$ cat config.mk
export PLATFORM = sky130hd
export DESIGN_NAME = modulo_entrada
export DESIGN_NICKNAME = d
export VERILOG_FILES = /design/src/rtl/modulo_entrada.sv
export SDC_FILE = /design/constraint.sdc
export NUM_CORES = 1
export LEC_CHECK = 0
export BUFFER_PORTS_ARGS = -buffer_cell sky130_fd_sc_hd__buf_2
export CAP_MARGIN = 20
export CORE_MARGIN = 3
export CORE_UTILIZATION = 51
export DETAILED_ROUTE_END_ITERATION = 7
export MAX_ROUTING_LAYER = met4
export PLACE_DENSITY = 0.85
export REMOVE_ABC_BUFFERS = 1
export SETUP_SLACK_MARGIN = 0.4
export SKIP_CTS_REPAIR_TIMING = 1
export SLEW_MARGIN = 40
export SYNTH_ARGS = -nofsm -noshare
export SYNTH_HDL_FRONTEND = slang
export SYNTH_SLANG_ARGS = --single-unit
$ cat constraint.sdc
create_clock -name clk -period 1.8 [get_ports clk]
set_input_delay 0.09 -clock clk [delete_from_list [all_inputs] [get_ports clk]]
set_output_delay 0.09 -clock clk [all_outputs]
set_load 0.05 [all_outputs]
$ cat src/rtl/modulo_entrada.sv
// Input conditioning for the processor core: synchronizes and debounces the
// raw enter button, captures the switch word on each accepted press and
// holds it with a valid flag until the core acknowledges it.
//
// state          | meaning
// SOLTO          | button released and stable, waiting for a press
// CONFIRMA_PRESS | s2 went high, counting stable high samples
// PRESSIONADO    | press accepted (or held at reset), waiting for release
// CONFIRMA_SOLTA | s2 went low, counting stable low samples
module modulo_entrada #(
  parameter int DEBOUNCE_CYCLES = 4,
  parameter int DATA_W          = 9
) (
  input  logic              clk,
  input  logic              reset,
  input  logic              enter,
  input  logic [DATA_W-1:0] dadosIN,
  input  logic              ack,
  output logic [31:0]       dado,
  output logic              valido,
  output logic              pulso_enter,
  output logic              sobrescrita,
  output logic [1:0]        estado
);

  typedef enum logic [1:0] {
    SOLTO          = 2'd0,
    CONFIRMA_PRESS = 2'd1,
    PRESSIONADO    = 2'd2,
    CONFIRMA_SOLTA = 2'd3
  } state_t;

  localparam logic [7:0] CNT_LAST = 8'(DEBOUNCE_CYCLES - 1);

  logic              enter_s1, enter_s2;
  logic [DATA_W-1:0] dados_s1, dados_s2;
  state_t            state, state_n;
  logic [7:0]        cnt, cnt_n;
  logic              press_event;

  // Two-flop synchronizers for the button and every switch bit
  always_ff @(posedge clk) begin
    if (reset) begin
      enter_s1 <= 1'b0;
      enter_s2 <= 1'b0;
      dados_s1 <= '0;
      dados_s2 <= '0;
    end else begin
      enter_s1 <= enter;
      enter_s2 <= enter_s1;
      dados_s1 <= dadosIN;
      dados_s2 <= dados_s1;
    end
  end

  // Debounce state register; reset lands in PRESSIONADO so a button held
  // through reset must first be seen released before it can count
  always_ff @(posedge clk) begin
    if (reset) begin
      state <= PRESSIONADO;
      cnt   <= 8'd0;
    end else begin
      state <= state_n;
      cnt   <= cnt_n;
    end
  end

  // Next-state logic and press-event detection
  always_comb begin
    state_n     = state;
    cnt_n       = cnt;
    press_event = 1'b0;
    unique case (state)
      SOLTO: begin
        if (enter_s2) begin
          state_n = CONFIRMA_PRESS;
          cnt_n   = 8'd1;
        end
      end
      CONFIRMA_PRESS: begin
        if (!enter_s2) begin
          state_n = SOLTO;
        end else if (cnt == CNT_LAST) begin
          state_n     = PRESSIONADO;
          press_event = 1'b1;
        end else begin
          cnt_n = cnt + 8'd1;
        end
      end
      PRESSIONADO: begin
        if (!enter_s2) begin
          state_n = CONFIRMA_SOLTA;
          cnt_n   = 8'd1;
        end
      end
      CONFIRMA_SOLTA: begin
        if (enter_s2) begin
          state_n = PRESSIONADO;
        end else if (cnt == CNT_LAST) begin
          state_n = SOLTO;
        end else begin
          cnt_n = cnt + 8'd1;
        end
      end
      default: state_n = PRESSIONADO;
    endcase
  end

  // Capture register and valid/ack handshake; a simultaneous ack means the
  // old word was consumed, so it is not reported as overwritten
  always_ff @(posedge clk) begin
    if (reset) begin
      dado        <= 32'd0;
      valido      <= 1'b0;
      pulso_enter <= 1'b0;
      sobrescrita <= 1'b0;
    end else begin
      pulso_enter <= press_event;
      if (press_event) begin
        dado   <= 32'(dados_s2);
        valido <= 1'b1;
        if (valido && !ack) begin
          sobrescrita <= 1'b1;
        end
      end else if (ack) begin
        valido <= 1'b0;
      end
    end
  end

  assign estado = state;

endmodule

; After elaboration in Yosys (flattened, before gate mapping)
; Index checks and enable logic that the tools add are counted.
[word_totals]
register_bits = 42
input_bits = 13
output_inout_bits = 37
[op_classes]
add_sub_neg = 1
n_eq_ne = 10
muxes = 18
n_reduce_logical = 7
[ops]
columns = op, count
row1 = 8-bit two-way mux, 5
row2 = 8-bit one-hot mux with 4 select lines, 1
row3 = 2-bit two-way mux, 6
row4 = 8-bit by 1-bit adder with 8-bit output (second input constant), 1
row5 = 8-bit by 2-bit equality test with 1-bit output (second input constant), 1
row6 = 2-bit inequality test (second input constant), 4
row7 = 2-bit one-hot mux with 4 select lines, 1
row8 = 4-bit AND reduction, 2
row9 = 3-bit inequality test (second input constant), 2
row10 = 1-bit two-way mux, 5
row11 = 2-bit equality test (second input constant), 2
row12 = 2-bit by 1-bit equality test with 1-bit output (second input constant), 1
row13 = 2-bit logical NOT, 1
row14 = 2-bit AND reduction, 1
row15 = 2-bit nonzero test, 1
row16 = 1-bit logical AND, 1
row17 = 1-bit logical NOT, 1

; Logic depth before layout (Yosys ltp)
; Gate-level depths: netlist of the first run.
[logic_depth]
word_depth = 5
mapped_depth = 5

; Worst setup path before layout of the first run
; Ideal clock, no wire load.
[synth_timing]
path_type = register -> register
startpoint = register state[0] (netlist: estado[0])
endpoint = register cnt[5]
setup_time_ns = 0.062
t_arrival_ns = 1.756
required_ns = 1.738
path_slack_ns = -0.018
stages_incl_launch_ff = 5
path_buffers = 1
synth_period_minus_slack_ns = 1.818
path_cell_list = dfxtp_1 > buf_2 > or3b_2 > or4_1 > nand3_1
[synth_via]
elab_chain_len = 3
elab_cells_between_ends = 10
cone_classes = eq/ne: 7 / mux: 1 / reduce/logical: 2
[synth_rtl]
columns = item, line
row1 = start: declaration, 37  ; state_t state, state_n;
row2 = start signal: assignment, 63  ; state <= state_n;
row3 = "2-bit equality test, or another cell as far along", 73  ; unique case (state)
row4 = 2-bit inequality test (no source line), --
row5 = 4-bit AND reduction (no source line), --
row6 = end signal: assignment, 64  ; cnt <= cnt_n;
row7 = end: declaration, 38  ; logic [7:0] cnt, cnt_n;
; Several ways; a longest one is shown, not always the timed one.
; A chain may end at the register's enable or synchronous reset.

; Worst setup path after layout of the first run
[layout_timing]
startpoint = register cnt[1]
endpoint = register cnt[2]
[layout_via]
elab_chain_len = 4
elab_cells_between_ends = 6
cone_classes = add/sub: 1 / eq/ne: 1 / mux: 4
[layout_rtl]
columns = item, line
row1 = 8-bit by 1-bit adder with 8-bit output or 8-bit by 2-bit equality test with 1-bit output (tied branches), --
row2 = 8-bit two-way mux (*), "83, 99"
row3 = "8-bit two-way mux, on equally long branches", "97, 81"
row4 = 8-bit one-hot mux with 4 select lines (*), 73
; Every way passes the cells marked *; elsewhere a longest branch is shown, timed or not. The select of a mux whose other input is x is not followed.

==> summary.md, run 1 <==
| Metric | Value |
|---|---|
| Status | completed |
| Grt ovf | 0 |
| Worst skew pair latency | approximately 370 ps |
| Area growth, synth to finish | 30.1% |
| CTS H-tree lvls | 2 |
| Seq cells post-synth | 42 |
| DIE HEIGHT | about 65 um |
| GR Util All Layers | between 15 and 20% |
| Critical R2R Launch | cnt[1] |
| Ant diodes | 0 |
| Worst path required time | between 2000 and 2500 ps |
| Die area | ~4300 sq um |
| Worst VDD drop | approximately 0.54 mV |
| Hold_ws | between 90 and 100 ps |
| Highest-delay cell along the critical path | a2111o_1 |
| Crit Path Max Fanout | 5 |
| Routability Congestion | around 0.84 |
| Initial core utilization | roughly 56% |
| Post-synthesis async set-or-reset flop share | 0% |
| Reg2Reg Depth | 6 |
| Max-cap viol count | 0 |
| Post-synth top flop | dfxtp_1 |
| Max incr delay on CP | between 400 and 500 ps |
| Vias | approximately 1600 |
| First-pass GRT wire length | between 5000 and 6000 um |
| Share of cells above drive strength 1 | between 30% and 40% |
| DPL Wire Length | approximately 2400 um |
| Num CTS Buffers | 5 |
| Maximum root-to-sink buffer count | 2 |
| Critical path endpoint category | flip-flop |
| Pwr dens | approximately 730 nW/um^2 |
| Pre-antenna DRT Iters | 4 |
| Max Clock Freq | 635 MHz |
| End of the critical path | cnt[2] |
| Number of remaining DRC errors | 0 |
| Crit path cell chain | ha_4 -> buf_6 -> nor4b_4 -> buf_4 -> a2111o_1 -> a21oi_2 |
| Tcrit/Tclk final | between 80% and 90% |
| Number of global-route vias before repair | roughly 1300 |
| Register-to-register setup slack | about 220 ps |
| Core area | approximately 3200 sq um |
| Initial antenna violation count | 0 |
| Synth warnings | 0 |
| Fin nets | approximately 250 |
| Worst hold path class | input port to flip-flop |
| Port Buf Inserts | 26 |
| Placement Rows | 20 |
| Post-Place Cell Area | around 1900 sq um |
| Filler instances | 234 |
| DR iter-0 viols | 90 |
| Clock Tree Root | clkbuf_4 |
| Startpoint Class | flip-flop |
| Post-synth cell types | 40 |
| CTS tree | yes |
| DR WL/cell | between 15 and 20 um |
| # IOs | 50 |
| Number of flops mapped to enable cells by yosys | 0 |
| Drt via density | approximately 5.5 |
| CP Launch Point | cnt[1] |
| Worst Skew | between 9 and 10 ps |
| CTS clk-pin slew, worst paths | about 130 ps |
| Min Tclk post-route | approximately 1600 ps |
| Die X | roughly 65 um |
| Final Max Slew Viols | 0 |
| P_leak | 0.000923 uW |
| Signal arrival time at the worst endpoint | between 1500 and 2000 ps |
| Most common cell after layout, fill and taps aside | dfxtp_1 |
| Critical path class | flip-flop to flip-flop |
| Reg2Reg Capture Point | cnt[2] |
| Design area | 2340 sq um |
| Pin count of the biggest net entering global routing | 27 |
| Unrepaired setup endpoints after global routing | true |
| Avg Inst Size Synth | about 9.4 sq um |
| Commonest cells after routing, fill and taps aside | 33 x dfxtp_1, 27 x buf_2, 23 x conb_1 |
| Total Routed Length | 4370 um |
| # clock sinks | between 40 and 50 |
| Final setup fails | 0 |
| Remaining antenna violation count | 0 |
| Register area share after synthesis | 46.7% |
| Final Hold Viols | 0 |
| Mapped Cells | around 190 |
| Mapped cell area | 1800 sq um |
## worst min path at each step
stage / to / cells past startpoint / startpoint / slack [ps]
detailed placement: dados_s1[6] / 2 / dadosIN[6] / 300
floorplan: cnt[2] / 1 / reset / 160
finish: valido / 3 / ack / 90
global route: valido / 3 / ack / 110
global placement: dados_s1[8] / 2 / dadosIN[8] / 300
CTS: dados_s1[5] / 2 / dadosIN[5] / -70
## per-layer routing
metal  vias up  global-route usage, %  wire length, um
li1        750                      -                -
met4         0                   8.55               88
met2        56                   25.5             2190
met5         -                      -                0
met1       750                   21.4             1810
met3        12                   3.76              276
## worst max-delay path: cells and delay by family, from the launching register on
kind / cells / cell delay, ps
DFF: 1 / 390
and+or+nand+nor: 1 / 130
buffers and inverters: 2 / 260
AOI/OAI and AO/OA: 2 / 560
adders and majority gates: 1 / 170
## where the power goes
part / switching (uW) / internal (uW)
combinational: 180 / 82.0
clock: 318 / 154
sequential: 16.9 / 953
## cell usage after synthesis, types with 3 or more instances
cell type	number	area, sq um
or3b_2	3	26.3
nand4_1	12	75.1
nand2_1	5	18.8
inv_1	3	11.3
o2111ai_1	4	35.0
nor2b_1	21	131
nand3_1	10	50.1
dfxtp_1	42	841
o31ai_1	9	67.6
or3_1	3	18.8
a21oi_1	13	65.1
or4_1	3	22.5
nor3_1	3	15.0
buf_4	23	173
clkbuf_1	7	26.3
## state kept, by name, indices dropped and copies added, names as in the netlist, named ones only
register	count
dados_s1	9
enter_s2	1
valido	1
dados_s2	9
pulso_enter	1
sobrescrita	1
enter_s1	1
cnt	8
dado	9
estado	1
## cell families after synthesis
logic type	share of synthesized area (%)
and+or+nand+nor	24.9
DFF	46.7
buffers and inverters	13.5
AOI/OAI and AO/OA	13.1
xor gates and xnor gates	0.972
adders and majority gates	0.694
other	0.208
## final cells by class
class | instances | area [sq um] | area share (%)
Inverter | 4 | 15.0 | 0.640
Multi-Input combinational cell | 133 | 985 | 42.0
Clock buffer | 6 | 41.3 | 1.76
Timing Repair Buffer | 54 | 370 | 15.8
Tap cell | 44 | 55.1 | 2.35
Clock inverter | 2 | 13.8 | 0.587
Sequential cell | 42 | 865 | 36.9
## per-stage QoR
step           setup TNS, ps  utilization, %  setup WS [ps]  total power, uW  std cells
3_5_place_dp               0            59.8            198             1200        258
4_1_cts                    0            61.6            167             1650        266
6_report                   0            73.2            225             1700        285
2_1_floorplan           -199               -          -66.4             1150        178
5_1_grt                    0            73.2            186             1770        285
3_3_place_gp               0            59.8            232             1200        258
Note: power is estimated with default switching activity, not from simulation.
==> run 2, diff against run 1 <==
==> constraint.sdc (replaced) <==
create_clock -name clk -period 1.8 [get_ports clk]
set_input_delay 0.09 -clock clk [delete_from_list [all_inputs] [get_ports clk]]
set_output_delay 0.09 -clock clk [all_outputs]
set_load 0.005 [all_outputs]
==> run 2 against run 1 <==
  * Cell count up 0.35%
  * Register-to-register slack about the same
  * Global-route usage unchanged
  * Setup slack worse by 2.5 ps
  * Clock skew down 0.74 ps
  * Hold slack better by 5.2 ps
  * Routed wire length down 1.2%
  * Non-clock buffer count up 1
  * Combinational power down 37%
  * Total power down 6.2%
  * Sequential cell count unchanged
  * Count of clock-buffer cells in the layout unchanged
  * Critical path type unchanged
  * Critical endpoint unchanged
  * Highest routed layer unchanged
==> summary.md, run 2 (synthesis gave the netlist of run 1 again) <==
| Metric | Value |
|---|---|
| Register share of total power | 60.6% (+3.6 points) |
| Grt peak-use layer | met2 |
| Tcrit/Tclk final | 87.7% (+0.14 points) |
| Max-cap viol count | 0 (unchanged) |
| Initial antenna violation count | 0 (unchanged) |
| P_leak | 0.000928 uW (+0.53%) |
| Worst skew pair latency | 360 ps (about the same) |
| Ant diodes | 0 (unchanged) |
| Final setup fails | 0 (unchanged) |
| Net Sw Frac | 25.5% (-4.7 points) |
| Combinational fraction of design power | 10.3% (-5.1 points) |
| CTS tree | yes |
| Grt ovf | 0 (unchanged) |
| Pwr dens | 680 nW/um^2 (-6.5%) |
| Die area | 4280 sq um (unchanged) |
| Drt via density | 5.60 (+1.8%) |
| Startpoint Class | flip-flop |
| GR Layer Usage met1 | 21.4% (unchanged) |
| Min Tclk post-route | 1580 ps (+2.48 ps) |
| Internal power | 1190 uW (+0.16%) |
| Final Max Slew Viols | 0 (unchanged) |
| Status | completed |
| Met3 usage | 3.76% (unchanged) |
| P_sw | 408 uW (-21%) |
| Critical path class | flip-flop to flip-flop |
| CTS clk-pin slew, worst paths | 130 ps (about the same) |
| Worst VDD drop | 0.541 mV (+0.11%) |
| Crit Path Max Fanout | 5 (unchanged) |
| Worst hold path class | input port to flip-flop |
| Remaining antenna violation count | 0 (unchanged) |
| Setup tns final | 0 ps (unchanged) |
| DIE HEIGHT | 65.4 um (unchanged) |
| DR WL/cell | 15.1 um (-1.5%) |
| Area growth, synth to finish | 30.6% |
| Worst path required time | 2090 ps (about the same) |
| Initial core utilization | 56.3% (unchanged) |
| Most common cell after layout, fill and taps aside | dfxtp_1 |
| Vias | 1602 (+2.2%) |
| DPL Wire Length | 2360 um (unchanged) |
| Maximum root-to-sink buffer count | 2 (unchanged) |
| Signal arrival time at the worst endpoint | 1870 ps (about the same) |
| Clock Power Share | 29.1% (+1.4 points) |
| # clock sinks | 42 (unchanged) |
| Pin count of the biggest net entering global routing | 27 (unchanged) |
| Total Routed Length | 4320 um (-1.2%) |
| Placement Rows | 20 (unchanged) |
| Num CTS Buffers | 5 (unchanged) |
| Max Clock Freq | 634 MHz (-0.16%) |
| Leading registers by flop count | dado x9, dados_s1 x9, dados_s2 x9 |
| Unrepaired setup endpoints after global routing | true |
| CTS H-tree lvls | 2 (unchanged) |
| DR iter-0 viols | 78 (-13%) |
| Number of remaining DRC errors | 0 (unchanged) |
| Pre-antenna DRT Iters | 5 (+1) |
| Fin nets | 255 (+0.39%) |
| Commonest cells after routing, fill and taps aside | 33 x dfxtp_1, 27 x buf_2, 23 x conb_1 |
| Final Hold Viols | 0 (unchanged) |
| # IOs | 50 (unchanged) |
| First-pass GRT wire length | 5490 um (unchanged) |
| Clock Tree Root | clkbuf_4 |
| Share of cells above drive strength 1 | 36.0% (+0.27 points) |
| Met2 usage | 25.5% (unchanged) |
| Routability Congestion | 0.836 (unchanged) |
| Critical path endpoint category | flip-flop |
| Filler instances | 234 (unchanged) |
| Core area | 3200 sq um (unchanged) |
| Number of global-route vias before repair | 1255 (unchanged) |
| Fin util | 73.4% (+0.23 points) |
| Die X | 65.4 um (unchanged) |
| Port Buf Inserts | 26 (unchanged) |
| GR Util All Layers | 17.0% (unchanged) |
| Worst Skew | 8.51 ps (-0.744 ps) |
-- run 2: changes by cell type in the layout (fill, tap and decap cells not counted), sizes merged --
cell,before,now
buf,44,45
-- run 2: per-layer routing --
layer | share of wire (%) | vias up | wire length (um)
li1 | - | 755 | -
met1 | 40 | 757 | 1740
met2 | 50 | 75 | 2150
met3 | 7.8 | 15 | 339
met4 | 2.1 | 0 | 90
met5 | 0 | - | 0
-- run 2: final cells by class --
cell class / instances / area, sq um / area share, %
clock inverters: 2 / 13.8 / 0.585
well taps: 44 / 55.1 / 2.34
flip-flops and latches: 42 / 865 / 36.8
multi-input cells: 133 / 985 / 41.9
clock buffers: 6 / 41.3 / 1.76
repair buffers: 55 / 378 / 16.1
inverters: 4 / 15.0 / 0.638
-- run 2: worst max-delay path, cell delays in order (launching register included) --
cell and delay [ps]:
dfxtp_4 390, ha_4 170, buf_6 120, nor4b_4 130
buf_4 140, a2111o_1 430, a21oi_2 130
-- run 2: through the flow --
| step | std cells | instance area [sq um] | hold slack [ps] | setup WS (ps) | total power [uW] |
|---|---|---|---|---|---|
| floorplan | 178 | 1660 | 159 | 47.8 | 1050 |
| global placement | 258 | 1920 | 297 | 232 | 1100 |
| detailed placement | 258 | 1920 | 302 | 198 | 1100 |
| CTS | 266 | 1970 | -72.9 | 167 | 1550 |
| global route | 286 | 2350 | 115 | 187 | 1670 |
| finish | 286 | 2350 | 95.4 | 222 | 1600 |
-- run 2: path summary, 6_finish.rpt --
path                             startpoint           to  slack, ps  cells past startpoint
worst max-delay path                 cnt[1]       cnt[2]        220                      6
worst min-delay path                    ack       valido        100                      3
worst max register to register       cnt[1]       cnt[2]        220                      6
worst min register to register  dados_s1[3]  dados_s2[3]        450                      1
-- run 2: power groups by stage --
stage	registers (uW)	clock network (uW)	logic (uW)
2_1_floorplan	991	0	57.7
3_3_place_gp	990	0	108
3_5_place_dp	991	0	111
4_1_cts	970	465	111
5_1_grt	973	521	180
6_report	969	465	164
==> run 3, diff against run 2 <==
- CORE_ASPECT_RATIO: not set -> 0.8
- PLACE_DENSITY: 0.85 -> 0.83
==> run 3 against run 2 <==
  * Register-to-register slack about the same
  * Critical endpoint is now dado[1]
  * Count of clock-buffer cells in the layout down 1
  * Combinational power down 15%
  * Design area down 4.3%
  * Setup slack better by 14 ps
  * Non-clock buffer count down 13
  * Total power up 15%
  * Sequential cell count unchanged
  * Clock skew up 4.6 ps
  * Via count down 6.2%
  * Sequential power about the same
==> summary.md, run 3 (synthesis gave the netlist of run 1 again) <==
| Metric | Value |
|---|---|
| Status | completed |
| Startpoint Class | flip-flop |
| Number of remaining DRC errors | 0 (unchanged) |
| CTS H-tree lvls | 2 (unchanged) |
| Maximum root-to-sink buffer count | 2 (unchanged) |
| Design area | 2250 sq um (-4.3%) |
| Hold wc startpoint | dadosIN[1] |
| Total power | 1840 uW (+15%) |
| Critical path endpoint category | flip-flop |
| Crit path cell chain | ha_4 -> or4b_4 -> o31ai_2 -> a21oi_1 |
| Most common cell after layout, fill and taps aside | dfxtp_1 |
| DR iter-0 viols | 147 (+88%) |
| Max Clock Freq | 639 MHz (+0.91%) |
| DIE HEIGHT | 59.2 um (-9.6%) |
| Pin count of the biggest net entering global routing | 36 (+33%) |
| Critical path class | flip-flop to flip-flop |
| Pre-antenna DRT Iters | 4 (-1) |
| Setup tns final | 0 ps (unchanged) |
| Leading registers by flop count | dado x9, dados_s1 x9, dados_s2 x9 |
| Vias | 1503 (-6.2%) |
| Remaining antenna violation count | 0 (unchanged) |
| Max-cap viol count | 0 (unchanged) |
| Die area | 4290 sq um (+0.10%) |
| DPL Wire Length | 2250 um (-4.8%) |
| Max incr delay on CP | 580 ps (+150 ps) |
| Area growth, synth to finish | 25.0% |
| Post-Place Cell Area | 1900 sq um (-1.0%) |
| DR WL/cell | 15.5 um (+2.3%) |
| Worst hold path class | input port to flip-flop |
| Worst path required time | 1970 ps (-120 ps) |
| Highest-delay cell along the critical path | or4b_4 |
| Filler instances | 243 (+3.8%) |
| Reg2Reg Depth | 4 (-2) |
| Signal arrival time at the worst endpoint | 1740 ps (-130 ps) |
| Tcrit/Tclk final | 86.9% (-0.79 points) |
| Placement Rows | 18 (-10%) |
| Worst VDD drop | 0.614 mV (+13%) |
| Register-to-register setup slack | 240 ps (about the same) |
| GR Util All Layers | 16.4% (-0.59 points) |
| Drt via density | 5.59 (-0.25%) |
| Final setup fails | 0 (unchanged) |
| Final Hold Viols | 0 (unchanged) |
| Min Tclk post-route | 1560 ps (-14.2 ps) |
| Initial core utilization | 55.9% (-0.31 points) |
| Total Routed Length | 4160 um (-3.8%) |
| Grt ovf | 0 (unchanged) |
| Worst skew pair latency | 300 ps (-60 ps) |
| Core area | 3220 sq um (+0.55%) |
| Unrepaired setup endpoints after global routing | true |
| Pwr dens | 817 nW/um^2 (+20%) |
| Routability Congestion | 0.899 (+7.6%) |
| Reg2Reg Capture Point | dado[1] |
| CTS clk-pin slew, worst paths | 90 ps (-40 ps) |
| Clock Tree Root | clkbuf_8 |
| Final Max Slew Viols | 0 (unchanged) |
| Critical R2R Launch | cnt[1] |
| Port Buf Inserts | 26 (unchanged) |
| # clock sinks | 42 (unchanged) |
| CTS tree | yes |
| Hold worst-path end | dados_s1[1] |
| Crit Path Max Fanout | 6 (+1) |
| Die X | 72.5 um (+11%) |
| Number of global-route vias before repair | 1100 (-12%) |
| Worst Skew | 13.1 ps (+4.58 ps) |
| # IOs | 50 (unchanged) |
| P_leak | 0.000895 uW (-3.6%) |
| Fin nets | 242 (-5.1%) |
| Share of cells above drive strength 1 | 34.1% (-1.9 points) |
| Worst Hold Depth | 2 (-1) |
| First-pass GRT wire length | 5220 um (-4.9%) |
| Commonest cells after routing, fill and taps aside | 33 x dfxtp_1, 27 x buf_2, 23 x conb_1 |
| Num CTS Buffers | 5 (unchanged) |
| Ant diodes | 0 (unchanged) |
| Initial antenna violation count | 0 (unchanged) |
run 3: worst max-delay path, delay by kind of cell (launching register included):
kind | cells | cell delay, ps
simple gates | 1 | 580
flops | 1 | 390
compound gates | 2 | 320
fa+ha+maj | 1 | 150
run 3: how the worst max path moves through the flow:
| stage | from | endpoint | slack [ps] | cells past startpoint |
|---|---|---|---|---|
| after floorplan | cnt[0] | flip-flop | 50 | 4 |
| after global placement | cnt[0] | dado[3] | 220 | 4 |
| after detailed placement | cnt[0] | dado[3] | 210 | 4 |
| after CTS | cnt[0] | cnt[2] | 180 | 6 |
| after global routing | cnt[1] | dado[3] | 200 | 4 |
| final | cnt[1] | dado[1] | 240 | 4 |
run 3: stage by stage:
stage	hold slack [ps]	setup slack (ps)	instances	utilization, %
finish	2.12	236	269	69.9
global route	4.82	202	269	69.9
CTS	-1.85	182	260	62.3
detailed placement	305	210	252	58.9
global placement	297	225	252	58.9
floorplan	159	47.8	178	-
run 3: power breakdown:
part | internal [uW] | switching [uW]
Clock | 408 | 325
Combinational | 64.5 | 74.0
Sequential | 951 | 17.9
Total | 1420 | 417
run 3: final cells by class:
cell class	instances	area [sq um]	area share [%]
well taps	40	50.0	2.22
clock inverters	3	40.0	1.78
flip-flops and latches	42	867	38.5
multi-input cells	133	952	42.3
inverters	4	15.0	0.667
clock buffers	5	68.8	3.06
repair buffers	42	259	11.5
run 3: layer usage:
layer | global-route usage, % | wire (um) | part of all wire (%)
met5 | - | 0 | 0
met1 | 22.2 | 1830 | 44
met2 | 23.1 | 2000 | 48
met3 | 5.08 | 295 | 7.1
met4 | 5.53 | 34 | 0.82
